### src/rtl/coproc_pkg.sv
// Shared coprocessor definitions: element geometry and the loader phase encoding.
package coproc_pkg;

    localparam int unsigned ELEM_W = 8;
    localparam int unsigned N_ELEM = 25;

    typedef enum logic [1:0] {
        LOAD_A = 2'd0,
        LOAD_B = 2'd1,
        FULL   = 2'd2
    } phase_e;

endpackage

### src/rtl/matrix_loader.sv
// Streams two row-major matrices element by element into operand registers
// and holds the complete pair until the downstream multiplier acknowledges it.
module matrix_loader #(
    parameter int unsigned ELEM_W = coproc_pkg::ELEM_W,
    parameter int unsigned N_ELEM = coproc_pkg::N_ELEM
) (
    input  logic                     clk,
    input  logic                     rst_n,
    input  logic                     in_valid,
    input  logic [ELEM_W-1:0]        in_data,
    output logic                     in_ready,
    input  logic                     abort,
    input  logic                     out_ack,
    output logic [N_ELEM*ELEM_W-1:0] matrix_a,
    output logic [N_ELEM*ELEM_W-1:0] matrix_b,
    output logic                     matrices_valid,
    output logic [4:0]               elem_idx,
    output logic [1:0]               phase
);
    import coproc_pkg::*;

    localparam logic [4:0] LAST_IDX = 5'(N_ELEM - 1);

    phase_e                    state_q,    state_d;
    logic [4:0]                elem_idx_q, elem_idx_d;
    logic [N_ELEM*ELEM_W-1:0]  matrix_a_q, matrix_a_d;
    logic [N_ELEM*ELEM_W-1:0]  matrix_b_q, matrix_b_d;
    logic                      accept;
    int unsigned               wr_lsb;

    always_ff @(posedge clk or negedge rst_n) begin
        if (!rst_n) begin
            state_q    <= LOAD_A;
            elem_idx_q <= '0;
            matrix_a_q <= '0;
            matrix_b_q <= '0;
        end else begin
            state_q    <= state_d;
            elem_idx_q <= elem_idx_d;
            matrix_a_q <= matrix_a_d;
            matrix_b_q <= matrix_b_d;
        end
    end

    // Abort overrides both acceptance and out_ack; matrix contents are never cleared here.
    always_comb begin
        state_d    = state_q;
        elem_idx_d = elem_idx_q;
        matrix_a_d = matrix_a_q;
        matrix_b_d = matrix_b_q;
        accept     = in_valid && in_ready && !abort;
        wr_lsb     = 32'(elem_idx_q) * ELEM_W;
        if (abort) begin
            state_d    = LOAD_A;
            elem_idx_d = '0;
        end else begin
            case (state_q)
                LOAD_A: begin
                    if (accept) begin
                        matrix_a_d[wr_lsb +: ELEM_W] = in_data;
                        if (elem_idx_q == LAST_IDX) begin
                            elem_idx_d = '0;
                            state_d    = LOAD_B;
                        end else begin
                            elem_idx_d = elem_idx_q + 5'd1;
                        end
                    end
                end
                LOAD_B: begin
                    if (accept) begin
                        matrix_b_d[wr_lsb +: ELEM_W] = in_data;
                        if (elem_idx_q == LAST_IDX) begin
                            elem_idx_d = '0;
                            state_d    = FULL;
                        end else begin
                            elem_idx_d = elem_idx_q + 5'd1;
                        end
                    end
                end
                FULL: begin
                    if (out_ack) begin
                        state_d    = LOAD_A;
                        elem_idx_d = '0;
                    end
                end
                default: begin
                    state_d    = LOAD_A;
                    elem_idx_d = '0;
                end
            endcase
        end
    end

    always_comb begin
        in_ready       = (state_q != FULL);
        matrices_valid = (state_q == FULL);
        phase          = state_q;
        elem_idx       = elem_idx_q;
        matrix_a       = matrix_a_q;
        matrix_b       = matrix_b_q;
    end

endmodule

### config.mk
export PLATFORM = sky130hd
export DESIGN_NAME = matrix_loader
export DESIGN_NICKNAME = d
export VERILOG_FILES = /design/src/rtl/coproc_pkg.sv /design/src/rtl/matrix_loader.sv
export SDC_FILE = /design/constraint.sdc
export NUM_CORES = 1
export LEC_CHECK = 0
export CELL_PAD_IN_SITES_DETAIL_PLACEMENT = 0
export CELL_PAD_IN_SITES_GLOBAL_PLACEMENT = 1
export CORE_UTILIZATION = 43
export CTS_CLUSTER_SIZE = 10
export DETAILED_ROUTE_END_ITERATION = 12
export PLACE_DENSITY_LB_ADDON = 0.15
export SLEW_MARGIN = 0
export SYNTH_ARGS = -nofsm -noshare
export SYNTH_HDL_FRONTEND = slang
export SYNTH_SLANG_ARGS = --single-unit
### constraint.sdc
create_clock -name clk -period 4.78 [get_ports clk]
set_clock_uncertainty 0.05 [all_clocks]
set_input_delay 0.956 -clock clk [delete_from_list [all_inputs] [get_ports clk]]
set_output_delay 0.956 -clock clk [all_outputs]
set_load 0.02 [all_outputs]
==> run metrics, run 1 <==
status=finished, final reports clean; CTS tree=yes; Nets=1604; die area=around 40000 µm²; Std-Cell Rows=between 70 and 80; fin. max-slew vios=0; Routability Congestion=between 0.8 and 0.9; Post-DP Area=approximately 22000 µm²; Final Cycle Share=around 77%; r2r worst-path depth=10; PortBufs=~420; Ys Warns=0; Root Driver=clkbuf_16; # IOs=~420; Hold WC Path Type=in -> async; most frequent cell after synthesis=dfrtp_1; pre-CTS setup slack=between 0.8 and 0.9 ns; Worst-path clk slew=approximately 0.060 ns; fraction of layout cells with a size suffix above 1=a little under a third; crit path capture type=flop; Synth Cell Area=~17000 µm²; synth top area cells=dfrtp_1 (60%), mux2_2 (24%), mux2_1 (1.7%); overall power=roughly 7.7 mW; First DRT Iteration DRCs=425; area leader, netlist=dfrtp_1; Synth top area share=between 60% and 70%; Worst Path Max Fanout=16; area delta synth->final=36.6%; synth cell count leaders=dfrtp_1 (407), mux2_2 (362), and3_1 (43); Worst Tran Pin Value=between 1 and 1.5 ns; Mapped Nets=1166; Routed WL=roughly 50 mm; GRT Overall Usage=approximately a quarter; final std cells w/o fill=about 2100; final count of negative-setup-slack endpoints=0; RSZ-0062 raised after global routing=false; Final WS setup=between 1 and 1.5 ns; Leakage=roughly 11 nW; Setup Buffers After CTS=0; P per Cell Area=between 300 and 400 nW/µm²; DP HPWL=about 35 mm; total core area=roughly 39000 µm²; fin area=approximately 23000 µm²; Mean Syn Cell Area=roughly 15 µm²; initial antenna violation count=2; Post-synth EDFFs=0; Max-Cap Viols=0; placed insts=2057; Setup TNS Final=0 ns; critical path type=reg -> reg; Startpoint Class=flop; min cycle time layout=around 3.7 ns; clock buffer depth=3; Max Clk Rate=0.270 GHz; post-synthesis cell type count=55; vias per cell=roughly 5.3; Overflow after GRT=0; Vias=11200; worst hold slack=0.393 ns; sequential share of the synthesized area=between 60 and 70%; first-pass GRT wire length=about 74 mm; post-synthesis register bit count=a little over 400; # resized after CTS=0; ys flop type=dfrtp_1; Pre-Repair DR Iteration Count=4; Layout Utilization=roughly three fifths; relative max-transition margin=roughly 29%; Die Y=200 µm; starting density of the core=43.6%; largest net degree at the start of global routing=around 110; drc violations=0; Hold Violations, Final=0; die width=200 µm; maximum vdd drop=between 0.2 and 0.3 mV; Critical Path AT=4.10 ns; wire per inst=between 20 and 25 µm; fraction of registers with async set or reset after synthesis=100%; Post-Synthesis Cells=between 1000 and 1500; number of global-route vias before repair=approximately 12000; CTS sink cnt=~400; H-tree depth=2; CTS buffer count=47; Crit path required time=roughly 5.2 ns; hold_buf cts=0; Clock Latency Late Sink=slightly below 0.6 ns; remaining antenna violation count after routing=0
## worst paths after layout
path                          startpoint            end  slack [ns]
min in group clk           matrix_b[151]  matrix_b[151]        0.44
max in group asynchronous          rst_n   matrix_a[38]        3.22
min                                rst_n  matrix_a[157]        0.39
max reg2reg                  elem_idx[0]   matrix_a[72]        1.08
min reg2reg                matrix_b[151]  matrix_b[151]        0.44
max                          elem_idx[0]   matrix_a[72]        1.08
## flip-flops by register name, summed over array words and instances (netlist names)
signal / count
matrix_b: 200
elem_idx: 5
phase: 2
matrix_a: 200
## critical path: stages (launching register included)
cell and delay, ns:
dfrtp_1 0.32, buf_4 0.21, inv_1 0.11, ha_1 0.31
nand2b_1 0.17, nor2_1 0.06, ha_1 0.46, nor4bb_1 0.30
nor2b_1 0.55, nand4_1 0.57, mux2_2 0.46
## final cells by class
| cell class | instances | area (µm²) |
|---|---|---|
| Antenna cell | 2 | 5.00 |
| Clock inverter | 2 | 25.0 |
| Fill cell | 3093 | 15600 |
| Multi-Input combinational cell | 676 | 6410 |
| Clock buffer | 58 | 1270 |
| Tap cell | 518 | 648 |
| Timing Repair Buffer | 444 | 4430 |
| Sequential cell | 407 | 10200 |
| Inverter | 12 | 45.0 |
## power breakdown
part           internal [mW]  switching, mW  total (mW)  leakage (nW)
clock                   1.83           1.33        3.16         0.633
sequential              3.51         0.0523        3.56          5.66
combinational          0.305          0.663       0.968          4.75
## metal layers
metal | wire length, µm | part of all wire, % | vias up | GRT usage, %
li1 | - | - | 4957 | -
met4 | 1490 | 3.0 | 2 | 9.36
met1 | 21600 | 43 | 5843 | 33.4
met3 | 3730 | 7.5 | 79 | 7.56
met5 | 13 | 0.026 | - | 0
met2 | 23200 | 46 | 318 | 39.5
## logic make-up after synthesis
logic type               share of synthesized area (%)
flip-flops                                        60.5
multiplexers                                      27.0
AND/OR/NAND/NOR                                   9.24
buffers and inverters                             1.64
AO/OA/AOI/OAI                                     1.34
adder cells (fa/ha/maj)                          0.223
XOR/XNOR                                         0.104
## layout by cell type, fill, tap and decap left out, types with 6 or more instances in the layout
cell / n
mux2i_1: 7
buf_4: 20
mux2_4: 8
inv_1: 12
and2_1: 32
a21oi_1: 16
dfrtp_1: 407
nand3_1: 15
and3_1: 43
or3_1: 9
nor3_2: 8
nor4_4: 8
nor2_1: 24
nor3_1: 6
nand2_1: 38
mux2_2: 362
clkbuf_16: 48
mux2_1: 25
nand2b_1: 7
or4_1: 10
clkdlybuf4s50_1: 420
clkbuf_1: 7
Power figures use the tool's default switching activity.
==> inputs of run 2 (changes only) <==
Settings changed: CORE_UTILIZATION 43 to 40.
Clock period 4.78 ns to 3.7 ns, I/O delays scaled along.
==> run metrics, run 2 (synthesis gave the netlist of run 1 again) <==
largest net degree at the start of global routing=between 80 and 90; Vias=around 11000; Final Cycle Share=between 80 and 90%; Clock Latency Late Sink=about 0.58 ns; most frequent cells in the layout=clkdlybuf4s50_1 (420), dfrtp_1 (407), mux2_2 (362); first-pass GRT wire length=around 79 mm; Crit path required time=4.10 ns; starting density of the core=40.9%; placed insts=approximately 2100; min cycle time layout=3.26 ns; final std cells w/o fill=between 2000 and 2500; remaining antenna violation count after routing=0; area delta synth->final=38.2%; critical path type=reg -> reg; # fillers=3362; Worst Path Max Fanout=10; Overflow after GRT=0; Startpoint Class=flop; crit path capture type=flop; # IOs=approximately 420; Std-Cell Rows=74; hold_buf cts=0; Max-Cap Viols=0; clock buffer depth=3; fin. max-slew vios=0; Worst-path clk slew=0.06 ns; RSZ-0062 raised after global routing=false; Worst Tran Pin Value=around 0.86 ns; Setup TNS Final=0 ns; H-tree depth=2; Root Driver=clkbuf_16; First DRT Iteration DRCs=roughly 500; die area=42900 µm²; Routed WL=52.1 mm; die width=207 µm; Routability Congestion=approximately 0.83; CTS tree=yes; worst hold slack=approximately 0.092 ns; Nets=~1600; Die Y=207 µm; CTS buffer count=between 40 and 50; P per Cell Area=432 nW/µm²; Hold Violations, Final=0; GRT Overall Usage=around a quarter; vias per cell=between 5 and 6; DP HPWL=~38 mm; Pre-Repair DR Iteration Count=7; relative max-transition margin=between 40% and 50%; Leakage=11.2 nW; drc violations=0; fraction of layout cells with a size suffix above 1=between 30% and 40%; number of global-route vias before repair=between 10000 and 15000; maximum vdd drop=just over 0.3 mV; final count of negative-setup-slack endpoints=0; commonest non-fill, non-tap cell in the layout=clkdlybuf4s50_1; # resized after CTS=0; Critical Path AT=3.66 ns; Max Clk Rate=~0.31 GHz; status=finished, final reports clean; wire per inst=about 24 µm; Hold WC Path Type=in -> async; PortBufs=roughly 420; total core area=approximately 41000 µm²; initial antenna violation count=5; Setup Buffers After CTS=0; CTS sink cnt=approximately 400
-- run 2: changes by cell type in the layout (fill, tap and decap cells not counted), sizes merged --
cell / previous run / this run
inv: 13 / 12
clkinv: 1 / 0
buf: 24 / 57
bufinv: 0 / 1
clkbuf: 58 / 56
diode: 2 / 1
-- run 2: where the power goes --
group	switching [mW]	leakage, nW	total [mW]	internal (mW)
sequential	0.0673	5.66	4.60	4.54
clock	1.69	0.638	4.13	2.44
combinational	0.896	4.91	1.32	0.425
-- run 2: area by class of cell --
cell class / instances / area (µm²) / share of cell area, %
multi-input cells: 676 / 6420 / 27.6
diodes: 1 / 2.50 / 0.0107
repair buffers: 477 / 4660 / 20.0
clock inverters: 1 / 30.0 / 0.129
flip-flops and latches: 407 / 10200 / 43.7
inverters: 12 / 45.0 / 0.193
well taps: 532 / 666 / 2.86
clock buffers: 56 / 1270 / 5.46
-- run 2: worst max-delay path, cell delays in order (launching register included) --
cell,delay [ns]
dfrtp_1,0.57
nand2b_1,0.24
nor2_1,0.06
ha_1,0.46
nand2b_1,0.41
nor2_1,0.29
nand4_1,0.55
mux2_2,0.49
-- run 2: final timing paths --
| path | from | end | slack, ns | cells past startpoint |
|---|---|---|---|---|
| max | elem_idx[2] | matrix_a[120] | 0.44 | 7 |
| min | rst_n | matrix_a[154] | 0.09 | 1 |
| max reg2reg | elem_idx[2] | matrix_a[120] | 0.44 | 7 |
| min reg2reg | matrix_b[147] | matrix_b[147] | 0.44 | 1 |
| max in group asynchronous | rst_n | matrix_a[122] | 2.48 | 2 |
| min in group clk | matrix_b[147] | matrix_b[147] | 0.44 | 1 |
-- run 2: through the flow --
stage	util (%)	area (µm²)	setup WS [ns]	power, mW
after floorplan	-	16800	0.477	5.35
after global placement	53.3	22000	0.273	5.99
after detailed placement	53.3	22000	0.236	6.01
after CTS	56.5	23300	0.447	10.2
after global routing	56.5	23300	0.252	10.5
final	56.5	23300	0.436	10.1
-- run 2: metal layers --
| metal | GRT usage [%] | share of wire (%) |
|---|---|---|
| met2 | 39.3 | 47 |
| met3 | 7.85 | 7.4 |
| met1 | 32.0 | 43 |
| met5 | 0 | 0.033 |
| met4 | 6.85 | 2.4 |
==> inputs of run 3 (changes only) <==
Settings changed: CAP_MARGIN set to 30.
==> results of run 3 <==
Final layout, timing and power as in run 2 (identical DEF).
